## config.mk

```make
export PLATFORM = sky130hd
export DESIGN_NAME = iob_moving_sum
export DESIGN_NICKNAME = d
export VERILOG_FILES = /design/src/rtl/iob_moving_sum_pkg.sv /design/src/rtl/iob_moving_sum_acc.sv /design/src/rtl/iob_moving_sum.sv
export SDC_FILE = /design/constraint.sdc
export NUM_CORES = 1
export LEC_CHECK = 0
export CELL_PAD_IN_SITES_DETAIL_PLACEMENT = 0
export CELL_PAD_IN_SITES_GLOBAL_PLACEMENT = 1
export CORE_ASPECT_RATIO = 0.6
export CORE_MARGIN = 2
export CORE_UTILIZATION = 44
export CTS_CLUSTER_DIAMETER = 40
export CTS_CLUSTER_SIZE = 20
export DETAILED_ROUTE_END_ITERATION = 10
export MAX_ROUTING_LAYER = met4
export PLACE_DENSITY_LB_ADDON = 0.1
export SYNTH_ARGS = -nofsm -noshare
export SYNTH_HDL_FRONTEND = slang
export SYNTH_SLANG_ARGS = --single-unit
```

## constraint.sdc

```tcl
create_clock -name clk_i -period 5 [get_ports clk_i]
set_clock_uncertainty 0.05 [all_clocks]
set_input_delay 1 -clock clk_i [delete_from_list [all_inputs] [get_ports clk_i]]
set_output_delay 1 -clock clk_i [all_outputs]
set_load 0.02 [all_outputs]
```

## src/rtl/iob_moving_sum_pkg.sv

```systemverilog
// Shared types and helpers for the iob_moving_sum running-window accumulator.
package iob_moving_sum_pkg;

    typedef enum logic [1:0] {
        EMPTY = 2'd0,
        FILL  = 2'd1,
        FULL  = 2'd2
    } state_t;

    function automatic int sum_width(input int data_w, input int n);
        return data_w + $clog2(n);
    endfunction

    function automatic bit is_pow2(input int n);
        return (n > 0) && ((n & (n - 1)) == 0);
    endfunction

endpackage

```

## src/rtl/iob_moving_sum_acc.sv

```systemverilog
// Stage-2 datapath of iob_moving_sum: running sum, delayed-sample register,
// state-masked subtraction and saturating fill counter.
module iob_moving_sum_acc
    import iob_moving_sum_pkg::*;
#(
    parameter int DATA_W = 21,
    parameter int N      = 21,
    parameter int SUM_W  = DATA_W + $clog2(N),
    parameter int CNT_W  = $clog2(N + 1)
) (
    input  logic              clk_i,
    input  logic              cke_i,
    input  logic              arst_n_i,
    input  logic              rst_i,
    input  logic              upd_i,
    input  logic              full_i,
    input  logic [DATA_W-1:0] new_i,
    input  logic [DATA_W-1:0] dly_i,
    output logic [SUM_W-1:0]  sum_o,
    output logic [CNT_W-1:0]  cnt_o,
    output logic              upd_o
);

    localparam logic [CNT_W-1:0] CNT_MAX = CNT_W'(N);

    logic [DATA_W-1:0] old_q, old_d;
    logic [SUM_W-1:0]  sum_q, sum_d;
    logic [CNT_W-1:0]  cnt_q, cnt_d;
    logic              upd_q, upd_d;
    logic [SUM_W-1:0]  sub_s;

    // Next-state for the accumulator; the subtrahend is masked until the
    // window is full so stale shift-register contents never leak in.
    always_comb begin
        sub_s = full_i ? SUM_W'(old_q) : '0;
        sum_d = sum_q;
        old_d = old_q;
        cnt_d = cnt_q;
        upd_d = 1'b0;
        if (rst_i) begin
            sum_d = '0;
            old_d = '0;
            cnt_d = '0;
            upd_d = 1'b0;
        end else if (upd_i) begin
            sum_d = sum_q + SUM_W'(new_i) - sub_s;
            old_d = dly_i;
            cnt_d = (cnt_q == CNT_MAX) ? cnt_q : cnt_q + CNT_W'(1);
            upd_d = 1'b1;
        end else begin
            upd_d = 1'b0;
        end
    end

    // Accumulator registers.
    always_ff @(posedge clk_i or negedge arst_n_i) begin
        if (!arst_n_i) begin
            sum_q <= '0;
            old_q <= '0;
            cnt_q <= '0;
            upd_q <= 1'b0;
        end else if (cke_i) begin
            sum_q <= sum_d;
            old_q <= old_d;
            cnt_q <= cnt_d;
            upd_q <= upd_d;
        end
    end

    assign sum_o = sum_q;
    assign cnt_o = cnt_q;
    assign upd_o = upd_q;

endmodule

```

## src/rtl/iob_moving_sum.sv

```systemverilog
// Running-window sum of the last N samples, paired with an external iob_shift_reg.
// Optional average output enabled by defining IOB_MOVING_SUM_AVG_EN (needs N = 2^k).
module iob_moving_sum
    import iob_moving_sum_pkg::*;
#(
    parameter int DATA_W = 21,
    parameter int N      = 21,
    parameter int SUM_W  = sum_width(DATA_W, N)
) (
    input  logic              clk_i,
    input  logic              cke_i,
    input  logic              arst_n_i,
    input  logic              rst_i,
    input  logic              en_i,
    input  logic [DATA_W-1:0] data_i,
    input  logic [DATA_W-1:0] dly_data_i,
    output logic              shreg_en_o,
    output logic              shreg_rst_o,
    output logic [DATA_W-1:0] shreg_data_o,
    output logic [SUM_W-1:0]  sum_o,
    output logic              valid_o,
    output logic              upd_o
`ifdef IOB_MOVING_SUM_AVG_EN
    ,
    output logic [DATA_W-1:0] avg_o
`endif
);

    localparam int CNT_W = $clog2(N + 1);
    localparam logic [CNT_W-1:0] CNT_LAST = CNT_W'(N - 1);

    logic              accept_s;
    logic              p1_q, p1_d;
    logic [DATA_W-1:0] d1_q, d1_d;
    state_t            state_q, state_d;
    logic              valid_q, valid_d;
    logic              full_s;
    logic [CNT_W-1:0]  cnt_s;
    logic [SUM_W-1:0]  sum_s;

    // A reset in the same cycle as a strobe wins: the sample is never accepted.
    assign accept_s     = en_i & ~rst_i;
    assign shreg_en_o   = accept_s;
    assign shreg_rst_o  = rst_i;
    assign shreg_data_o = data_i;
    assign full_s       = (state_q == FULL);

    // Stage-1 capture of the accepted sample.
    always_comb begin
        p1_d = accept_s;
        if (accept_s) begin
            d1_d = data_i;
        end else begin
            d1_d = d1_q;
        end
    end

    // Stage-1 registers.
    always_ff @(posedge clk_i or negedge arst_n_i) begin
        if (!arst_n_i) begin
            p1_q <= 1'b0;
            d1_q <= '0;
        end else if (cke_i) begin
            p1_q <= p1_d;
            d1_q <= d1_d;
        end
    end

    iob_moving_sum_acc #(
        .DATA_W(DATA_W),
        .N     (N),
        .SUM_W (SUM_W),
        .CNT_W (CNT_W)
    ) u_acc (
        .clk_i   (clk_i),
        .cke_i   (cke_i),
        .arst_n_i(arst_n_i),
        .rst_i   (rst_i),
        .upd_i   (p1_q),
        .full_i  (full_s),
        .new_i   (d1_q),
        .dly_i   (dly_data_i),
        .sum_o   (sum_s),
        .cnt_o   (cnt_s),
        .upd_o   (upd_o)
    );

    // Window-state register.
    always_ff @(posedge clk_i or negedge arst_n_i) begin
        if (!arst_n_i) begin
            state_q <= EMPTY;
            valid_q <= 1'b0;
        end else if (cke_i) begin
            state_q <= state_d;
            valid_q <= valid_d;
        end
    end

    // Next-state logic; transitions only on a stage-2 update.
    always_comb begin
        state_d = state_q;
        if (rst_i) begin
            state_d = EMPTY;
        end else if (p1_q) begin
            case (state_q)
                EMPTY:   state_d = FILL;
                FILL:    state_d = (cnt_s == CNT_LAST) ? FULL : FILL;
                FULL:    state_d = FULL;
                default: state_d = EMPTY;
            endcase
        end else begin
            state_d = state_q;
        end
    end

    // Output decode; valid is registered alongside the state.
    always_comb begin
        valid_d = (state_d == FULL);
        valid_o = valid_q;
        sum_o   = sum_s;
    end

`ifdef IOB_MOVING_SUM_AVG_EN
    if (!is_pow2(N)) begin : g_n_check
        $error("iob_moving_sum: N must be a power of two when the average output is enabled");
    end

    assign avg_o = DATA_W'(sum_s >> $clog2(N));
`endif

endmodule
```

==> flow_metrics.tcl <==
set metrics [dict create \
    die_w_um 146 \
    synth.area.top_cells "dfrtp_1 (37%), fa_1 (7.9%), inv_1 (6.8%)" \
    grt.total_usage_pct 22.2 \
    max_cap_violations 0 \
    p_per_area_nw_per_um2 604 \
    grt_pass1_vias 4067 \
    tritoncts "done" \
    netlist_instances 572 \
    diodes 0 \
    yosysMostFrequentCell "inv_1" \
    layout-drive-gt1-share_pct 7.96 \
    required_ps 5130 \
    initial_core_util_pct 44.7 \
    finalHoldViolCount 0 \
    setup_viol 0 \
    dr.pass1.iters 5 \
    routed_wirelength_um 13300 \
    grt_start_max_net_pins 79 \
    vias 4123 \
    drt_iter0_drc 277 \
    rsz0062_at_grt "false" \
    stdcell_area_um2 6600 \
    cts_max_level 3 \
    cts_root_buf "clkbuf_16" \
    arrival_ps 3950 \
    netlist_area_um2 5340 \
    clockBufferDepth 2 \
    p_switching_mw 1.77 \
    grt_first_pass_wirelength_um 21600 \
    path_clk_slew_ps 60 \
    hpwl_um 9540 \
    tns_ps 0 \
    syn_avg_cell_area_um2 9.33 \
    ys_warn_count 0 \
    yosysTopAreaCellShare_pct 36.6 \
    portBuffers 97 \
    clkSinkCount 78 \
    clkPwrFrac_pct 17.7 \
    finalCriticalPeriod_ps 3820 \
    std_cell_rows 31 \
    cts_buffers 9 \
    hold_class "register to register" \
    report.final.slew_viol_count 0 \
    slew-limit-headroom_pct 28.2 \
    core_um2 11900 \
    ys_types 50 \
    synth.largest_area_cell "dfrtp_1" \
    die_y_um 89.3 \
    endpoint_kind "register" \
    p_int_mw 2.22 \
    cts_hold_buf 0 \
    utilization_pct 55.3 \
    p_leak_nw 3.07 \
    syn_nets 669 \
    routabilityCongestion 0.884 \
    critical_path_class "register to register" \
    placed_area_um2 6290 \
    startpoint_type "register" \
    critPathMaxFanout 22 \
    cts_setup_buffers 0 \
    power.share.sequential_pct 21.8 \
    drc_errors 0 \
    synthTopCellsByCount "inv_1 (97), dfrtp_1 (78), nand2_1 (49), a21oi_1 (30), ha_1 (29)" \
    antenna_left 0 \
    area_growth_pct 23.8 \
    fin_crit_sh_pct 76.3 \
    finish.net_count 735 \
    irDropWorstVdd_mv 0.228 \
    seq_area_frac_synth_pct 36.6 \
    status "completed" \
    io_pins 98 \
    antenna_found_initial 0 \
    ys_ff_latch 78 \
    grt_overflow_total 0 \
    ys_async_sr_fraction_pct 100 \
    sw_frac_of_total_pct 44.3 \
    dieArea_um2 13100 \
    ctsResizeCount 0 \
    tightest_slew_ps 1080 \
    synth_edf_count 0 \
    combPwrFrac_pct 60.5 \
    clock_latency_ps 340 \
    viasPerCell 5.12 \
    fmax_mhz 262 \
    ys.flop_type "dfrtp_1" \
    wl_per_cell_um 16.5 \
]
-- metrics by stage --
stage | worst slack [ps] | total power [mW] | instances | hold WS [ps]
3_5_place_dp | 1190 | 3.27 | 792 | 423
5_1_grt | 983 | 4.32 | 806 | 463
6_report | 1190 | 3.99 | 806 | 434
2_1_floorplan | 1830 | 2.63 | 572 | 415
3_3_place_gp | 1260 | 3.27 | 792 | 418
4_1_cts | 1170 | 4.01 | 806 | 442
-- logic make-up (layout without fill, tap and decap cells) --
logic type,after synthesis,count (layout),share of synthesized area [%]
DFF,78,78,36.6
buffers and inverters,144,213,11.9
adders and majority gates,50,50,14.7
xor gates and xnor gates,21,21,3.45
AOI/OAI and AO/OA,143,143,18.4
muxes,23,23,4.81
and+or+nand+nor,113,113,10.2
-- layout by cell type (no fill, tap or decap), types with 3 or more instances in the layout --
cell / count
o21ai_1: 16
clkdlybuf4s50_1: 96
o21ai_0: 24
buf_4: 6
xor2_1: 7
nor3_1: 4
and3_1: 4
a21oi_1: 30
dfrtp_1: 78
xnor2_1: 14
nor2_1: 12
and2_1: 21
a21o_1: 12
ha_1: 29
nand2_1: 49
o31ai_1: 5
inv_1: 97
nand3_1: 6
nand4_1: 8
clkbuf_16: 9
a31oi_1: 4
o21bai_1: 3
o21a_1: 3
a22o_1: 25
fa_1: 21
mux2_2: 21
nor2b_1: 3
-- per-layer routing --
layer / routed length, um / vias up / part of all wire, % / track usage, %
met4: 35 / 0 / 0.26 / 4.24
met2: 5430 / 101 / 41 / 31.1
li1: - / 2020 / - / -
met3: 620 / 2 / 4.7 / 4.39
met1: 7230 / 2000 / 54 / 33.3
met5: 0 / - / 0 / -
-- worst max-delay path, stage by stage (launching register included) --
cell and delay [ps]:
dfrtp_1 410, inv_1 90, nor2_1 40, buf_4 220
and2_1 200, fa_1 490, inv_1 50, ha_1 340
a21o_1 210, a21oi_2 200, a211oi_1 130, a2111oi_2 680
o21ai_1 220, xnor2_1 240, o21ai_1 80
-- flip-flops by register name (all words and copies together), names as in the netlist --
register	flops
u_acc.upd_o	1
state_q	2
u_acc.sum_o	26
u_acc.old_q	21
d1_q	21
u_acc.cnt_o	5
valid_o	1
p1_q	1
-- power by group through the flow --
stage	Combinational, mW	Sequential, mW	Clock [mW]
6_report	2.41	0.871	0.706
3_5_place_dp	2.39	0.882	0
3_3_place_gp	2.40	0.877	0
4_1_cts	2.41	0.872	0.725
2_1_floorplan	1.69	0.943	0
5_1_grt	2.68	0.892	0.751
-- path summary, 6_finish.rpt --
path	from	end	slack, ps	cells past startpoint
worst max-delay path	state_q[1]	u_acc.sum_o[19]	1190	14
worst min-delay path	u_acc.upd_o	u_acc.upd_o	430	1
worst max register to register	state_q[1]	u_acc.sum_o[19]	1190	14
worst min register to register	u_acc.upd_o	u_acc.upd_o	430	1
max in group asynchronous	arst_n_i	d1_q[7]	3440	1
min in group asynchronous	arst_n_i	u_acc.old_q[19]	800	1
-- layout make-up --
| class | instances | area [um2] |
|---|---|---|
| Timing Repair Buffer | 102 | 1010 |
| Clock buffer | 10 | 239 |
| Multi-Input combinational cell | 350 | 2760 |
| Clock inverter | 4 | 72.6 |
| Inverter | 97 | 364 |
| Tap cell | 165 | 206 |
| Fill cell | 1117 | 5340 |
| Sequential cell | 78 | 1950 |
(Power assumes the default switching activity.)
